[config.mk]
export PLATFORM = sky130hd
export DESIGN_NAME = hazard_stall_unit
export DESIGN_NICKNAME = d
export VERILOG_FILES = /design/src/rtl/hazard_pkg.sv /design/src/rtl/hazard_detect_cmp.sv /design/src/rtl/hazard_stall_unit.sv
export SDC_FILE = /design/constraint.sdc
export NUM_CORES = 1
export LEC_CHECK = 0
export CORE_UTILIZATION = 38
export CTS_BUF_LIST = sky130_fd_sc_hd__clkbuf_4
export DETAILED_ROUTE_END_ITERATION = 16
export PLACE_DENSITY = 0.83
export SLEW_MARGIN = 10
export SYNTH_ARGS = -nofsm -noshare
export SYNTH_HDL_FRONTEND = slang
export SYNTH_HIERARCHICAL = 1
export SYNTH_SLANG_ARGS = --single-unit
[constraint.sdc]
create_clock -name clk -period 4.6 [get_ports clk]
set_input_delay 1.38 -clock clk [delete_from_list [all_inputs] [get_ports clk]]
set_output_delay 1.38 -clock clk [all_outputs]
set_load 0.005 [all_outputs]
[src/rtl/hazard_pkg.sv]
// Shared types and constants for the hazard stall unit.
// Optional perf counters are enabled with the HAZARD_PERF_CNT_EN macro.
package hazard_pkg;

    typedef enum logic [1:0] {
        RUN      = 2'd0,
        LU_STALL = 2'd1,
        MEM_WAIT = 2'd2,
        REDIRECT = 2'd3
    } hz_state_t;

    localparam logic [4:0] REG_ZERO = 5'd0;
    localparam int         CNT_W    = 3;

endpackage

[src/rtl/hazard_detect_cmp.sv]
// Combinational load-use compare between a load destination and the ID-stage sources.
// Kept separate so branch-operand hazard checks can reuse it.
module hazard_detect_cmp
    import hazard_pkg::*;
(
    input  logic       mem_read,
    input  logic [4:0] dest,
    input  logic [4:0] rs,
    input  logic [4:0] rt,
    input  logic       uses_rs,
    input  logic       uses_rt,
    output logic       hit
);

    // r0 is hardwired to zero, so a load targeting it never creates a dependency
    assign hit = mem_read && (dest != REG_ZERO) &&
                 ((uses_rs && (dest == rs)) || (uses_rt && (dest == rt)));

endmodule

[src/rtl/hazard_stall_unit.sv]
// Pipeline stall/flush controller: load-use bubbles, memory freeze and branch flushes.
// Define HAZARD_PERF_CNT_EN to build the StallCycles/FlushCount counters.
module hazard_stall_unit
    import hazard_pkg::*;
#(
    parameter int LOAD_LAT     = 1,
    parameter int BRANCH_SLOTS = 1
) (
    input  logic        clk,
    input  logic        rst,
    input  logic [4:0]  IFID_Rs,
    input  logic [4:0]  IFID_Rt,
    input  logic        IFID_UsesRs,
    input  logic        IFID_UsesRt,
    input  logic        IDEX_MemRead,
    input  logic [4:0]  IDEX_Rt,
    input  logic        BranchTaken,
    input  logic        MemBusy,
    output logic        PCWrite,
    output logic        IFIDWrite,
    output logic        IFIDFlush,
    output logic        IDEXBubble,
    output logic        PipeWrite,
    output logic [31:0] StallCycles,
    output logic [31:0] FlushCount
);

    localparam logic [CNT_W-1:0] LU_INIT = (LOAD_LAT > 1)     ? CNT_W'(LOAD_LAT - 2)     : '0;
    localparam logic [CNT_W-1:0] BR_INIT = (BRANCH_SLOTS > 1) ? CNT_W'(BRANCH_SLOTS - 2) : '0;

    hz_state_t        state, resume_state, eff_state;
    logic [CNT_W-1:0] cnt, resume_cnt, eff_cnt;
    logic             hz;

    hazard_detect_cmp u_cmp (
        .mem_read (IDEX_MemRead),
        .dest     (IDEX_Rt),
        .rs       (IFID_Rs),
        .rt       (IFID_Rt),
        .uses_rs  (IFID_UsesRs),
        .uses_rt  (IFID_UsesRt),
        .hit      (hz)
    );

    // Leaving MEM_WAIT behaves exactly like the saved state in that same cycle
    assign eff_state = (state == MEM_WAIT) ? resume_state : state;
    assign eff_cnt   = (state == MEM_WAIT) ? resume_cnt   : cnt;

    always_comb begin
        PCWrite    = 1'b1;
        IFIDWrite  = 1'b1;
        PipeWrite  = 1'b1;
        IFIDFlush  = 1'b0;
        IDEXBubble = 1'b0;
        if (!rst) begin
            if (MemBusy) begin
                PCWrite   = 1'b0;
                IFIDWrite = 1'b0;
                PipeWrite = 1'b0;
            end else begin
                case (eff_state)
                    RUN: begin
                        if (hz) begin
                            PCWrite    = 1'b0;
                            IFIDWrite  = 1'b0;
                            IDEXBubble = 1'b1;
                        end else if (BranchTaken) begin
                            IFIDFlush = 1'b1;
                        end
                    end
                    LU_STALL: begin
                        PCWrite    = 1'b0;
                        IFIDWrite  = 1'b0;
                        IDEXBubble = 1'b1;
                    end
                    REDIRECT: IFIDFlush = 1'b1;
                    default: ;
                endcase
            end
        end
    end

    always_ff @(posedge clk) begin
        if (rst) begin
            state        <= RUN;
            cnt          <= '0;
            resume_state <= RUN;
            resume_cnt   <= '0;
        end else if (MemBusy) begin
            if (state != MEM_WAIT) begin
                resume_state <= state;
                resume_cnt   <= cnt;
                state        <= MEM_WAIT;
            end
        end else begin
            state <= eff_state;
            cnt   <= eff_cnt;
            case (eff_state)
                RUN: begin
                    if (hz) begin
                        if (LOAD_LAT > 1) begin
                            state <= LU_STALL;
                            cnt   <= LU_INIT;
                        end
                    end else if (BranchTaken && (BRANCH_SLOTS > 1)) begin
                        state <= REDIRECT;
                        cnt   <= BR_INIT;
                    end
                end
                LU_STALL, REDIRECT: begin
                    if (eff_cnt == '0) state <= RUN;
                    else               cnt   <= eff_cnt - CNT_W'(1);
                end
                default: state <= RUN;
            endcase
        end
    end

`ifdef HAZARD_PERF_CNT_EN
    logic [31:0] stall_q, flush_q;
    logic        start_flush;

    assign start_flush = !rst && !MemBusy && (eff_state == RUN) && !hz && BranchTaken;

    always_ff @(posedge clk) begin
        if (rst) begin
            stall_q <= '0;
            flush_q <= '0;
        end else begin
            if (!PCWrite)    stall_q <= stall_q + 32'd1;
            if (start_flush) flush_q <= flush_q + 32'd1;
        end
    end

    assign StallCycles = stall_q;
    assign FlushCount  = flush_q;
`else
    assign StallCycles = '0;
    assign FlushCount  = '0;
`endif

endmodule

# == Yosys cells after proc, flatten, opt, wreduce, memory -nomap -nowiden ==
# Cells that the tools add are included.
# totals
rom_bits,0
n_memories,0
latch_bits,0
regBits,10
ramBits,0
wordCells,45
output_inout_bits,69
# op_classes
multipliers,0
n_shift,0
bitwise,0
magnitude_cmp,0
n_eq_ne,7
add_sub_neg,1
muxes,23
n_div,0
reduce_logical,10
# ops
op,n
$mux 1,12
$eq 5x5->1,2
$mux 3,3
$mux 2,4
$pmux 1 s2,3
$reduce_bool 5->1,1
$eq 2x2->1 const B,2
$logic_and 1x1->1,4
$pmux 2 s2,1
$logic_not 3->1,1
$sub 3x1->3 const B,1
$eq 2x1->1 const B,1
$logic_not 2->1,1
$ne 2x1->1 const B,1
$ne 2x2->1 const B,1
$reduce_and 2->1,1
$reduce_or 2->1,1
$logic_or 1x1->1,1

# == Logic depth before layout (Yosys ltp) ==
# Gate-level depths: netlist (run 1).
# logic_depth
ltp_word,8
ltp_mapped,9

# == Cells and area by module ==
# Netlist (run 1), hierarchy kept.
# by_module_without_submodules
module,area_each_um2,seq_area_each_um2,cells_each,instances
hazard_stall_unit,1123.6,200.2,143,1
hazard_detect_cmp,133.9,0.0,17,1

# == Worst setup path after synthesis (run 1) ==
# OpenSTA, ideal clock, no wires.
# synth_timing
path_kind,input -> output
startpoint,in IDEX_Rt[0]
endpoint,out PCWrite
setup_slack_ns,0.723
n_path_buf,1
cell_stages,7
arrival_ns,2.497
path_cell_list,xor2_1 > nor4_2 > nand3_1 > a21oi_1 > mux2i_1 > a21o_1 > buf_4
# synth_via
elab_chain_len,8
elab_cells_between_ends,12
# synth_lines
element,line,text
from (decl),hazard_stall_unit.sv:16,"input logic [4:0] IDEX_Rt,"
$eq 5x5->1,hazard_detect_cmp.sv:17,((uses_rs && (dest == rs)) || (uses_rt && (dest == rt)));
$logic_and 1x1->1,hazard_detect_cmp.sv:17,
$logic_or 1x1->1,hazard_detect_cmp.sv:17,
$logic_and 1x1->1 (*),hazard_detect_cmp.sv:16,assign hit = mem_read && (dest != REG_ZERO) &&
named net hz,hazard_stall_unit.sv:33,logic hz;
$mux 1 (*),-,
$pmux 1 s2 (*),-,
$mux 1 (*) (2 in series),-,
to (decl),hazard_stall_unit.sv:19,"output logic PCWrite,"
# Mark *: on every way through the listed nets, which the timed path passes. The rest lies on a longest branch.

# == Worst setup path in the final report (run 1) ==
# layout_timing
startpoint,in IFID_Rt[1]
endpoint,out PCWrite
# layout_via
elab_chain_len,8
# layout_lines
element,line,text
from (decl),hazard_stall_unit.sv:12,"input logic [4:0] IFID_Rt,"
$eq 5x5->1,hazard_detect_cmp.sv:17,
$logic_and 1x1->1,hazard_detect_cmp.sv:17,
$logic_or 1x1->1,hazard_detect_cmp.sv:17,
$logic_and 1x1->1,hazard_detect_cmp.sv:16,
named net hz,hazard_stall_unit.sv:33,
$mux 1,hazard_stall_unit.sv:63,if (hz) begin
$pmux 1 s2,hazard_stall_unit.sv:61,case (eff_state)
$mux 1,hazard_stall_unit.sv:56,if (MemBusy) begin
$mux 1,hazard_stall_unit.sv:55,if (!rst) begin
# The timed path passes the listed nets, and every way through them passes these cells.

==> results of run 1 <==
[state kept, by name, summed over array words and instances, names as in the netlist]
register / flops
cnt: 3
resume_cnt: 3
resume_state: 2
state: 2
[cells in the mapped netlist (2+ instances only)]
cell       n
buf_4     65
nand2b_1   2
nand3_1    5
xnor2_1    3
dfxtp_1   10
ha_1       7
o21ai_0    5
mux2i_1    4
nand2_1    7
nor4_1     4
a31oi_1    3
a21oi_2    2
a21o_1     2
clkbuf_1   2
a21oi_1    8
xor2_1     8
inv_1      6
nor2_1     4
[metal layers]
layer / global-route usage [%] / vias to the layer above / wire length [µm]
met5: 0 / - / 0
met4: 5.32 / 0 / 55
met3: 4.15 / 8 / 160
met2: 21.0 / 49 / 1090
met1: 15.0 / 413 / 859
li1: - / 455 / -
[stage by stage]
step	setup slack [ns]	std cells	area (µm²)	setup TNS [ns]
3_5_place_dp	-0.407	227	1320	-1.30
2_1_floorplan	0.723	223	1490	0
4_1_cts	0.0507	232	1360	0
6_report	0.0923	232	1360	0
5_1_grt	0.00567	232	1360	0
3_3_place_gp	-0.308	227	1320	-0.986
[cell type report]
cell class	instances	area share, %
Timing Repair Buffer	30	20.0
Multi-Input combinational cell	138	57.6
Sequential cell	10	14.7
Clock inverter	1	0.276
Inverter	6	1.66
Clock buffer	3	1.66
Tap cell	44	4.05
[where the power goes]
part / total (W) / internal (W) / switching [W]
clock network: 0.0000649 / 0.0000315 / 0.0000335
logic: 0.0000574 / 0.0000258 / 0.0000316
registers: 0.0000877 / 0.0000870 / 0.000000721
[worst min-delay path, delay by kind of cell, from the launching register on]
family | cells | cell delay, ns
flip-flops | 1 | 0.31
AND/OR/NAND/NOR | 1 | 0.05
AO/OA/AOI/OAI | 1 | 0.05
[cells by family (layout without fill, tap and decap cells)]
group | Yosys count | in the layout
muxes | 4 | 4
buffers and inverters | 75 | 40
other | 1 | 64
AOI/OAI and AO/OA | 24 | 24
and+or+nand+nor | 28 | 28
xor gates and xnor gates | 11 | 11
adders and majority gates | 7 | 7
DFF | 10 | 10
[worst paths after layout]
| check | start | endpoint | slack [ns] | cells past startpoint |
|---|---|---|---|---|
| setup / recovery | IFID_Rt[1] | PCWrite | 0.09 | 8 |
| hold / removal | resume_cnt[1]$_SDFFE_PP0P_ | resume_cnt[1]$_SDFFE_PP0P_ | 0.46 | 2 |
| setup reg to reg | state[0]$_SDFFE_PP0P_ | cnt[0]$_SDFFE_PP0N_ | 2.28 | 8 |
| hold reg to reg | resume_cnt[1]$_SDFFE_PP0P_ | resume_cnt[1]$_SDFFE_PP0P_ | 0.46 | 2 |
[repair_timing]
| action | 4_1_cts | 5_1_grt |
|---|---|---|
| setup buffers | 1 | 0 |
| gates cloned | 0 | 0 |
| setup endpoints to repair | 4 | 4 |
| pin swaps | 5 | 4 |
| resized for setup | 18 | 1 |
==> results.py, run 1 <==
metrics = {
    "drt": {
        "drc": 0,
        "route.vias.total": 925,
        "drt-initial-drc-count": 17,
        "via_per_inst": 3.99,
        "drtAntennaViolNets": 0,
        "wire_per_inst_um": 9.34,
        "wl_um": 2170,
        "first_pass_iters": 4,
    },
    "finish": {
        "fillers": 305,
        "fin_nets": 218,
        "area_growth_pct": 8.06,
        "utilization_pct": 43.8,
        "multiInputGateArea_um2": 783,
        "seqCellArea_um2": 200,
        "drive_gt1_share_pct": 9.04,
        "n_antenna_cell": 0,
        "layout_commonest_cell": "conb_1",
        "final_cell_mix": "conb_1, clkdlybuf4s50_1, dfxtp_1",
    },
    "floorplan": {
        "placement_rows": 20,
        "io_pins": 91,
        "design.die.area_um2": 3540,
        "fp.dieW_um": 59.5,
        "core_um2": 3100,
        "start_util_pct": 40.5,
        "fp.dieH_um": 59.5,
    },
    "logic_synthesis": {
        "syn_inst": 160,
        "synth.avg_cell_area_um2": 7.86,
        "synthTopCellsByArea": "buf_4, dfxtp_1, ha_1, xor2_1, a21oi_1",
        "synth_edf_count": 0,
        "ys_types": 31,
        "synth_top_family_by_area": "buffers and inverters",
        "ys_async_sr_fraction_pct": 0,
        "synth_ff_type": "dfxtp_1",
        "synthXorXnorAreaFrac_pct": 7.66,
        "synth_warnings": 6,
        "ys_seq_area_share_pct": 15.9,
        "yosysTopAreaCell": "buf_4",
        "synth_top_area_share_pct": 38.8,
        "syn-cell-area_um2": 1260,
        "synth_fa_ha_area_share_pct": 6.97,
        "synth.mux.area_fraction_pct": 3.18,
        "synth_compound_area_share_pct": 11.5,
        "synth_simple_gate_area_share_pct": 11.9,
        "ys_seq_elements": 10,
    },
    "clocking": {
        "cts_sinks": 10,
        "cts_buffers": 3,
        "clockRootBuffer": "clkbuf_4",
        "hold_buffers": 0,
        "cts_htree_levels": 1,
        "clockBufferDepth": 2,
        "cts_tree": "yes",
        "clk_pin_slew_worst_paths_ns": 0.07,
        "worst_skew_pair.late_latency_ns": 0.27,
    },
    "global_route": {
        "grt_pass1_vias": 730,
        "grt_usage_pct": 12.7,
        "antenna_found_initial": 0,
        "grt_max_degree": 10,
        "globalRoute.totalOverflow": 0,
        "grt_pass1_wl_um": 3380,
    },
    "sta": {
        "setup_viol": 0,
        "whs_ns": 0.458,
        "layout_min_cycle_time_ns": 4.51,
        "fin_crit_sh_pct": 98.0,
        "maxSlewViolCount": 0,
        "max_freq_ghz": 0.222,
        "rsz0062_at_grt": "false",
        "skew_ns": 0.000315,
        "hold_viol_final": 0,
    },
    "pwr": {
        "fin_total_pwr_w": 0.000210,
        "power.leakage_nw": 0.656,
        "ir_drop_mv": 0.0762,
        "p_per_area_nw_per_um2": 155,
    },
    "critical_path": {
        "arrival_ns": 3.13,
        "crit_path_max_incr_delay_ns": 0.41,
        "cp-end-kind": "primary output",
        "critPathBufInv": 2,
        "critPathKind": "in -> out",
        "required_ns": 3.22,
        "cp_top_family": "buffers and inverters",
        "start_kind": "primary input",
        "worstPathMaxFanout": 2,
        "crit_path_cell_trace": "clkdlybuf4s50_1 > xor2_1 > nor4_2 > nand3_1 > a21oi_2 > mux2i_1 > a21o_1 > dlygate4sd2_1",
        "crit_slowest_cell": "clkdlybuf4s50_1",
    },
    "place": {
        "dpl.hpwl_um": 1720,
        "gp_congestion": 0.828,
        "place.port_buffers": 26,
    },
    "hold_path": {
        "hp-class": "reg -> reg",
    },
    "run_status": {
        "status": "finished clean",
    },
    "job": {
        "cap_violations": 0,
    },
}
Note: power is estimated with default switching activity, not from simulation.
==> run 2: changes to the inputs <==
--- a/config.mk
+++ b/config.mk
@@ -8,6 +8,7 @@
 export CORE_UTILIZATION = 38
 export CTS_BUF_LIST = sky130_fd_sc_hd__clkbuf_4
 export DETAILED_ROUTE_END_ITERATION = 16
+export GPL_TIMING_DRIVEN = 0
 export PLACE_DENSITY = 0.83
 export SLEW_MARGIN = 10
 export SYNTH_ARGS = -nofsm -noshare
==> run 2 against run 1 <==
Effect of this change: critical path depth is 1 higher; cell count is 28% higher; count of clock-buffer cells in the layout stayed put; sequential share of layout area down 3.8 points; cell area grew 35%; highest routed layer unchanged; worst setup slack better by 0.00089 ns; global-route usage rose by 0.49 points; clock skew rose by 0.0024 ns; non-clock buffer count increased by 65; core utilization up 15 points; via count increased by 19%; largest power group is now combinational logic.
==> results.py, run 2 (same netlist as run 1, synthesis figures left out) <==
metrics = {
    "sta": {
        "skew_ns": 0.00276,
        "setup_viol": 0,
        "max_freq_ghz": 0.222,
        "rsz0062_at_grt": "false",
        "maxSlewViolCount": 0,
        "layout_min_cycle_time_ns": 4.51,
        "hold_viol_final": 0,
        "fin_crit_sh_pct": 98.0,
    },
    "floorplan": {
        "start_util_pct": 40.5,
        "placement_rows": 20,
        "core_um2": 3100,
        "design.die.area_um2": 3540,
        "fp.dieW_um": 59.5,
        "fp.dieH_um": 59.5,
        "io_pins": 91,
    },
    "hold_path": {
        "hold_end": "resume_cnt[1]$_SDFFE_PP0P_",
        "worstHoldStart": "resume_cnt[1]$_SDFFE_PP0P_",
        "min_path_cells": 2,
        "hp-class": "reg -> reg",
    },
    "clocking": {
        "clockRootBuffer": "clkbuf_4",
        "cts_sinks": 10,
        "cts_buffers": 3,
        "cts_htree_levels": 1,
        "hold_buffers": 0,
        "worst_skew_pair.late_latency_ns": 0.28,
        "cts_tree": "yes",
        "clockBufferDepth": 2,
        "clk_pin_slew_worst_paths_ns": 0.06,
    },
    "global_route": {
        "antenna_found_initial": 0,
        "grt_pass1_vias": 860,
        "grt_max_degree": 11,
        "grt_pass1_wl_um": 3550,
        "globalRoute.totalOverflow": 0,
        "grt_usage_pct": 13.2,
    },
    "critical_path": {
        "worstPathMaxFanout": 3,
        "required_ns": 3.22,
        "worst_r2r_path_depth": 9,
        "worstReg2RegStart": "state[0]$_SDFFE_PP0P_",
        "arrival_ns": 3.13,
        "cp-end-kind": "primary output",
        "start_kind": "primary input",
        "reg2reg_slack_ns": 2.45,
        "timing.rr.end": "cnt[0]$_SDFFE_PP0N_",
        "critPathKind": "in -> out",
    },
    "drt": {
        "route.vias.total": 1102,
        "via_per_inst": 3.72,
        "drc": 0,
        "drtAntennaViolNets": 0,
        "drt-initial-drc-count": 24,
        "first_pass_iters": 4,
        "wl_um": 2480,
        "wire_per_inst_um": 8.38,
    },
    "finish": {
        "utilization_pct": 59.2,
        "drive_gt1_share_pct": 31.3,
        "final_cell_mix": "buf_4, conb_1, clkdlybuf4s50_1",
        "top_regs": "cnt x3, resume_cnt x3",
        "n_antenna_cell": 0,
        "fin_nets": 283,
        "fillers": 283,
        "final_area_um2": 1840,
        "area_growth_pct": 46.0,
        "layout_commonest_cell": "buf_4",
    },
    "pwr": {
        "power.leakage_nw": 1.03,
        "p_per_area_nw_per_um2": 136,
        "ir_drop_mv": 0.0630,
    },
    "job": {
        "cap_violations": 0,
    },
    "place": {
        "gp_congestion": 0.755,
        "place.port_buffers": 25,
        "dpl.hpwl_um": 2020,
        "place_area_um2": 1800,
    },
    "run_status": {
        "status": "finished clean",
    },
}
[run 2: cell types whose count changed in the layout (fill, tap and decap cells not counted)]
cell,previous run,this run
buf_2,1,2
buf_4,4,66
buf_6,0,1
clkbuf_1,0,2
clkdlybuf4s15_1,0,1
clkdlybuf4s50_1,17,13
clkinv_1,1,0
dlygate4sd2_1,7,6
dlymetal6s2s_1,0,3
o21ai_1,0,1
o21ai_2,1,0
or4_1,0,1
or4_4,1,0
[run 2: how the worst max path moves through the flow]
stage / end / startpoint / slack, ns
CTS: PCWrite / IFID_Rt[1] / 0.01
global placement: PCWrite / IDEX_Rt[2] / -0.29
finish: IFIDFlush / IDEX_Rt[1] / 0.09
detailed placement: IDEXBubble / IDEX_Rt[0] / -0.32
floorplan: PCWrite / IDEX_Rt[0] / 0.72
global route: PCWrite / IFID_Rt[4] / 0.04
[run 2: report_power, final]
part	leakage (nW)	switching, W	internal (W)	total [W]
Clock	0.0138	0.0000339	0.0000304	0.0000644
Sequential	0.0808	0.000000750	0.0000870	0.0000877
Combinational	0.933	0.0000386	0.0000588	0.0000974
[run 2: timing repair]
action	4_1_cts	5_1_grt
endpoints found under the setup margin	4	4
buffers inserted	1	0
gates resized for setup	14	7
pin swaps	6	8
[run 2: per-layer routing]
layer / global-route usage, % / up-vias / share of wire (%)
li1: - / 585 / -
met1: 14.1 / 467 / 40
met4: 3.99 / 0 / 0.73
met5: 0 / - / 0
met3: 2.62 / 3 / 6.7
met2: 25.7 / 47 / 53
[run 2: area by class of cell]
type                    instances  area [µm²]  share of cell area [%]
multi-input cells             138         776                    42.3
repair buffers                 26         248                    13.5
well taps                      44        55.1                    3.00
plain buffers                  69         512                    27.9
inverters                       6        22.5                    1.23
clock buffers                   3        22.5                    1.23
flip-flops and latches         10         200                    10.9
[run 2: worst max-delay path, stage by stage]
cell           delay [ns]
dlygate4sd2_1        0.27
or4_1                0.53
o21ai_1              0.20
a21oi_2              0.06
buf_4                0.13
inv_1                0.05
a31oi_1              0.09
nor4_1               0.22
clkbuf_2             0.18
[run 2: stage by stage]
step | TNS (ns) | hold slack, ns | std cells | total power, W | setup slack [ns]
floorplan | 0 | 0.436 | 223 | 0.000159 | 0.723
global placement | -0.994 | 0.447 | 292 | 0.000185 | -0.295
detailed placement | -1.12 | 0.450 | 292 | 0.000185 | -0.319
CTS | 0 | 0.460 | 296 | 0.000247 | 0.0106
global route | 0 | 0.492 | 296 | 0.000264 | 0.0356
finish | 0 | 0.459 | 296 | 0.000249 | 0.0931
==> run 3: changes to the inputs <==
--- a/config.mk
+++ b/config.mk
@@ -5,13 +5,11 @@
 export SDC_FILE = /design/constraint.sdc
 export NUM_CORES = 1
 export LEC_CHECK = 0
-export CORE_UTILIZATION = 38
-export CTS_BUF_LIST = sky130_fd_sc_hd__clkbuf_4
+export CORE_UTILIZATION = 37
 export DETAILED_ROUTE_END_ITERATION = 16
 export GPL_TIMING_DRIVEN = 0
-export PLACE_DENSITY = 0.83
+export PLACE_DENSITY = 0.82
 export SLEW_MARGIN = 10
 export SYNTH_ARGS = -nofsm -noshare
 export SYNTH_HDL_FRONTEND = slang
-export SYNTH_HIERARCHICAL = 1
 export SYNTH_SLANG_ARGS = --single-unit
==> run 3 against run 2 <==
Effect of this change: global-route usage decreased by 0.69 points; worst setup slack better by 0.079 ns; synthesized cell count fell by 0.63%; register-to-register slack better by 0.25 ns; count of clock-buffer cells in the layout is 1 higher; largest power group unchanged; maximum frequency increased by 1.8%; core utilization decreased by 0.48 points; highest routed layer unchanged.
==> results.py, run 3 <==
metrics = {
    "run_status": {
        "status": "finished clean",
    },
    "logic_synthesis": {
        "synth_most_common_cell": "buf_4",
        "ys_seq_elements": 10,
        "yosysTopAreaCell": "buf_4",
        "synth_top_area_share_pct": 40.6,
        "syn_inst": 159,
        "ys_seq_area_share_pct": 16.4,
        "synth_ff_type": "dfxtp_1",
        "synth_warnings": 0,
        "synth_edf_count": 0,
        "ys_async_sr_fraction_pct": 0,
        "synthTopCellsByCount": "buf_4, nand2_1, xnor2_1, dfxtp_1, a21oi_1",
        "syn-cell-area_um2": 1220,
        "ys_types": 26,
        "synthTopCellsByArea": "buf_4, dfxtp_1, xnor2_1, ha_1, a21oi_1",
        "synth.avg_cell_area_um2": 7.68,
    },
    "critical_path": {
        "start_kind": "primary input",
        "arrival_ns": 3.05,
        "worstPathMaxFanout": 3,
        "critPathKind": "in -> out",
        "cp_top_family": "buffers and inverters",
        "crit_path_max_incr_delay_ns": 0.53,
        "required_ns": 3.22,
        "crit_slowest_cell": "clkdlybuf4s50_1",
        "critPathBufInv": 3,
        "crit_path_cell_trace": "clkdlybuf4s50_1 > xnor2_1 > nand4_1 > o22ai_2 > nand3_1 > a31o_1 > buf_4 > dlygate4sd2_1",
        "cp-end-kind": "primary output",
    },
    "finish": {
        "area_growth_pct": 49.1,
        "top_regs": "cnt x3, resume_cnt x3",
        "fillers": 315,
        "final_cell_mix": "buf_4, conb_1, clkdlybuf4s50_1",
        "drive_gt1_share_pct": 29.6,
        "fin_cells": 297,
        "layout_commonest_cell": "buf_4",
        "fin_nets": 283,
        "multiInputGateArea_um2": 734,
        "n_antenna_cell": 0,
        "seqCellArea_um2": 200,
    },
    "global_route": {
        "grt_pass1_wl_um": 3460,
        "grt_usage_pct": 12.5,
        "globalRoute.totalOverflow": 0,
        "grt_max_degree": 11,
        "antenna_found_initial": 0,
        "grt_pass1_vias": 839,
    },
    "place": {
        "place.port_buffers": 26,
        "gp_congestion": 0.771,
        "dpl.hpwl_um": 1960,
        "dp_cells": 292,
        "pre_cts_slack_ns": -0.291,
    },
    "hold_path": {
        "hp-class": "reg -> reg",
    },
    "clocking": {
        "cts_htree_levels": 1,
        "cts_buffers": 3,
        "cts_sinks": 10,
        "worst_skew_pair.late_latency_ns": 0.27,
        "cts_tree": "yes",
        "clockBufferDepth": 2,
        "clockRootBuffer": "clkbuf_4",
        "clk_pin_slew_worst_paths_ns": 0.07,
    },
    "drt": {
        "drtAntennaViolNets": 0,
        "wl_um": 2200,
        "wire_per_inst_um": 7.40,
        "route.vias.total": 1049,
        "via_per_inst": 3.53,
        "first_pass_iters": 4,
        "drc": 0,
        "drt-initial-drc-count": 6,
    },
    "sta": {
        "setup_viol": 0,
        "maxSlewViolCount": 0,
        "whs_ns": 0.461,
        "setup_ws_ns": 0.173,
        "slew_headroom_pct": 62.5,
        "skew_ns": 0.00302,
        "fin_crit_sh_pct": 96.2,
        "rsz0062_at_grt": "false",
        "tightest_slew_ns": 0.557,
        "max_freq_ghz": 0.226,
        "hold_viol_final": 0,
        "layout_min_cycle_time_ns": 4.43,
    },
    "floorplan": {
        "fp.dieW_um": 59.5,
        "placement_rows": 20,
        "design.die.area_um2": 3530,
        "fp.dieH_um": 59.5,
        "io_pins": 91,
        "core_um2": 3100,
        "start_util_pct": 39.4,
    },
    "pwr": {
        "power.leakage_nw": 1.03,
        "ir_drop_mv": 0.0590,
        "p_per_area_nw_per_um2": 146,
    },
    "job": {
        "cap_violations": 0,
    },
}
run 3: cell types whose count changed after synthesis, sizes merged, moves of 2 or more:
cell | previous run | this run
xnor2 | 3 | 11
a21o | 2 | 0
nor4 | 5 | 1
nor2 | 4 | 6
nand4 | 0 | 2
xor2 | 8 | 0
nand2 | 7 | 12
a31oi | 3 | 0
run 3: worst reg2reg max path, stage by stage (launching register included):
cell and delay (ns):
dfxtp_1 0.34, nand2b_1 0.15, buf_4 0.16, mux2i_2 0.17, ha_1 0.23, ha_1 0.23
nor2_1 0.21, xnor2_1 0.14, nand2_1 0.07, a21oi_1 0.13
run 3: repair_timing:
action | 4_1_cts | 5_1_grt
buffers inserted | 0 | 1
hold buffers | 0 | 0
pin swaps | 2 | 2
resized for setup | 7 | 2
endpoints found under the setup margin | 4 | 2
run 3: layer usage:
layer	track usage (%)	up-vias	part of all wire (%)
met5	0	-	0
met4	4.08	0	1.7
met3	1.75	5	6.6
met2	25.0	46	54
met1	13.0	428	37
li1	-	570	-
run 3: path summary, 6_finish.rpt:
path | slack [ns] | startpoint | depth (start not counted) | to
max | 0.17 | IDEX_Rt[0] | 8 | PCWrite
min | 0.46 | resume_cnt[1]$_SDFFE_PP0P_ | 2 | resume_cnt[1]$_SDFFE_PP0P_
max reg2reg | 2.70 | state[0]$_SDFFE_PP0P_ | 9 | cnt[0]$_SDFFE_PP0N_
min reg2reg | 0.46 | resume_cnt[1]$_SDFFE_PP0P_ | 2 | resume_cnt[1]$_SDFFE_PP0P_
run 3: kinds of logic after synthesis:
group	Yosys count	synth area share (%)
other cells	1	0.307
simple gates	31	11.7
buf+inv	75	43.3
fa+ha+maj	7	7.17
xor+xnor	11	7.89
mux	3	2.77
flops	10	16.4
compound gates	21	10.5
run 3: final cells by class:
type / instances / share of cell area, %
Clock buffer: 4 / 1.99
Multi-Input combinational cell: 137 / 40.3
Timing Repair Buffer: 27 / 14.6
Sequential cell: 10 / 11.0
Tap cell: 44 / 3.02
Inverter: 7 / 1.44
Buffer: 68 / 27.6
run 3: per-stage QoR:
stage               cell area (µm²)  util (%)  total power (W)  TNS [ns]
floorplan                      1460         -         0.000159         0
global placement               1770      57.1         0.000186    -0.673
finish                         1820      58.7         0.000266         0
detailed placement             1770      57.1         0.000186    -0.715
CTS                            1810      58.3         0.000264         0
global route                   1820      58.7         0.000280         0
run 3: power by group:
group / total [W] / switching, W / internal [W]
Combinational: 0.0000984 / 0.0000365 / 0.0000619
Clock: 0.0000804 / 0.0000323 / 0.0000481
Sequential: 0.0000876 / 0.000000637 / 0.0000870
Total: 0.000266 / 0.0000694 / 0.000197
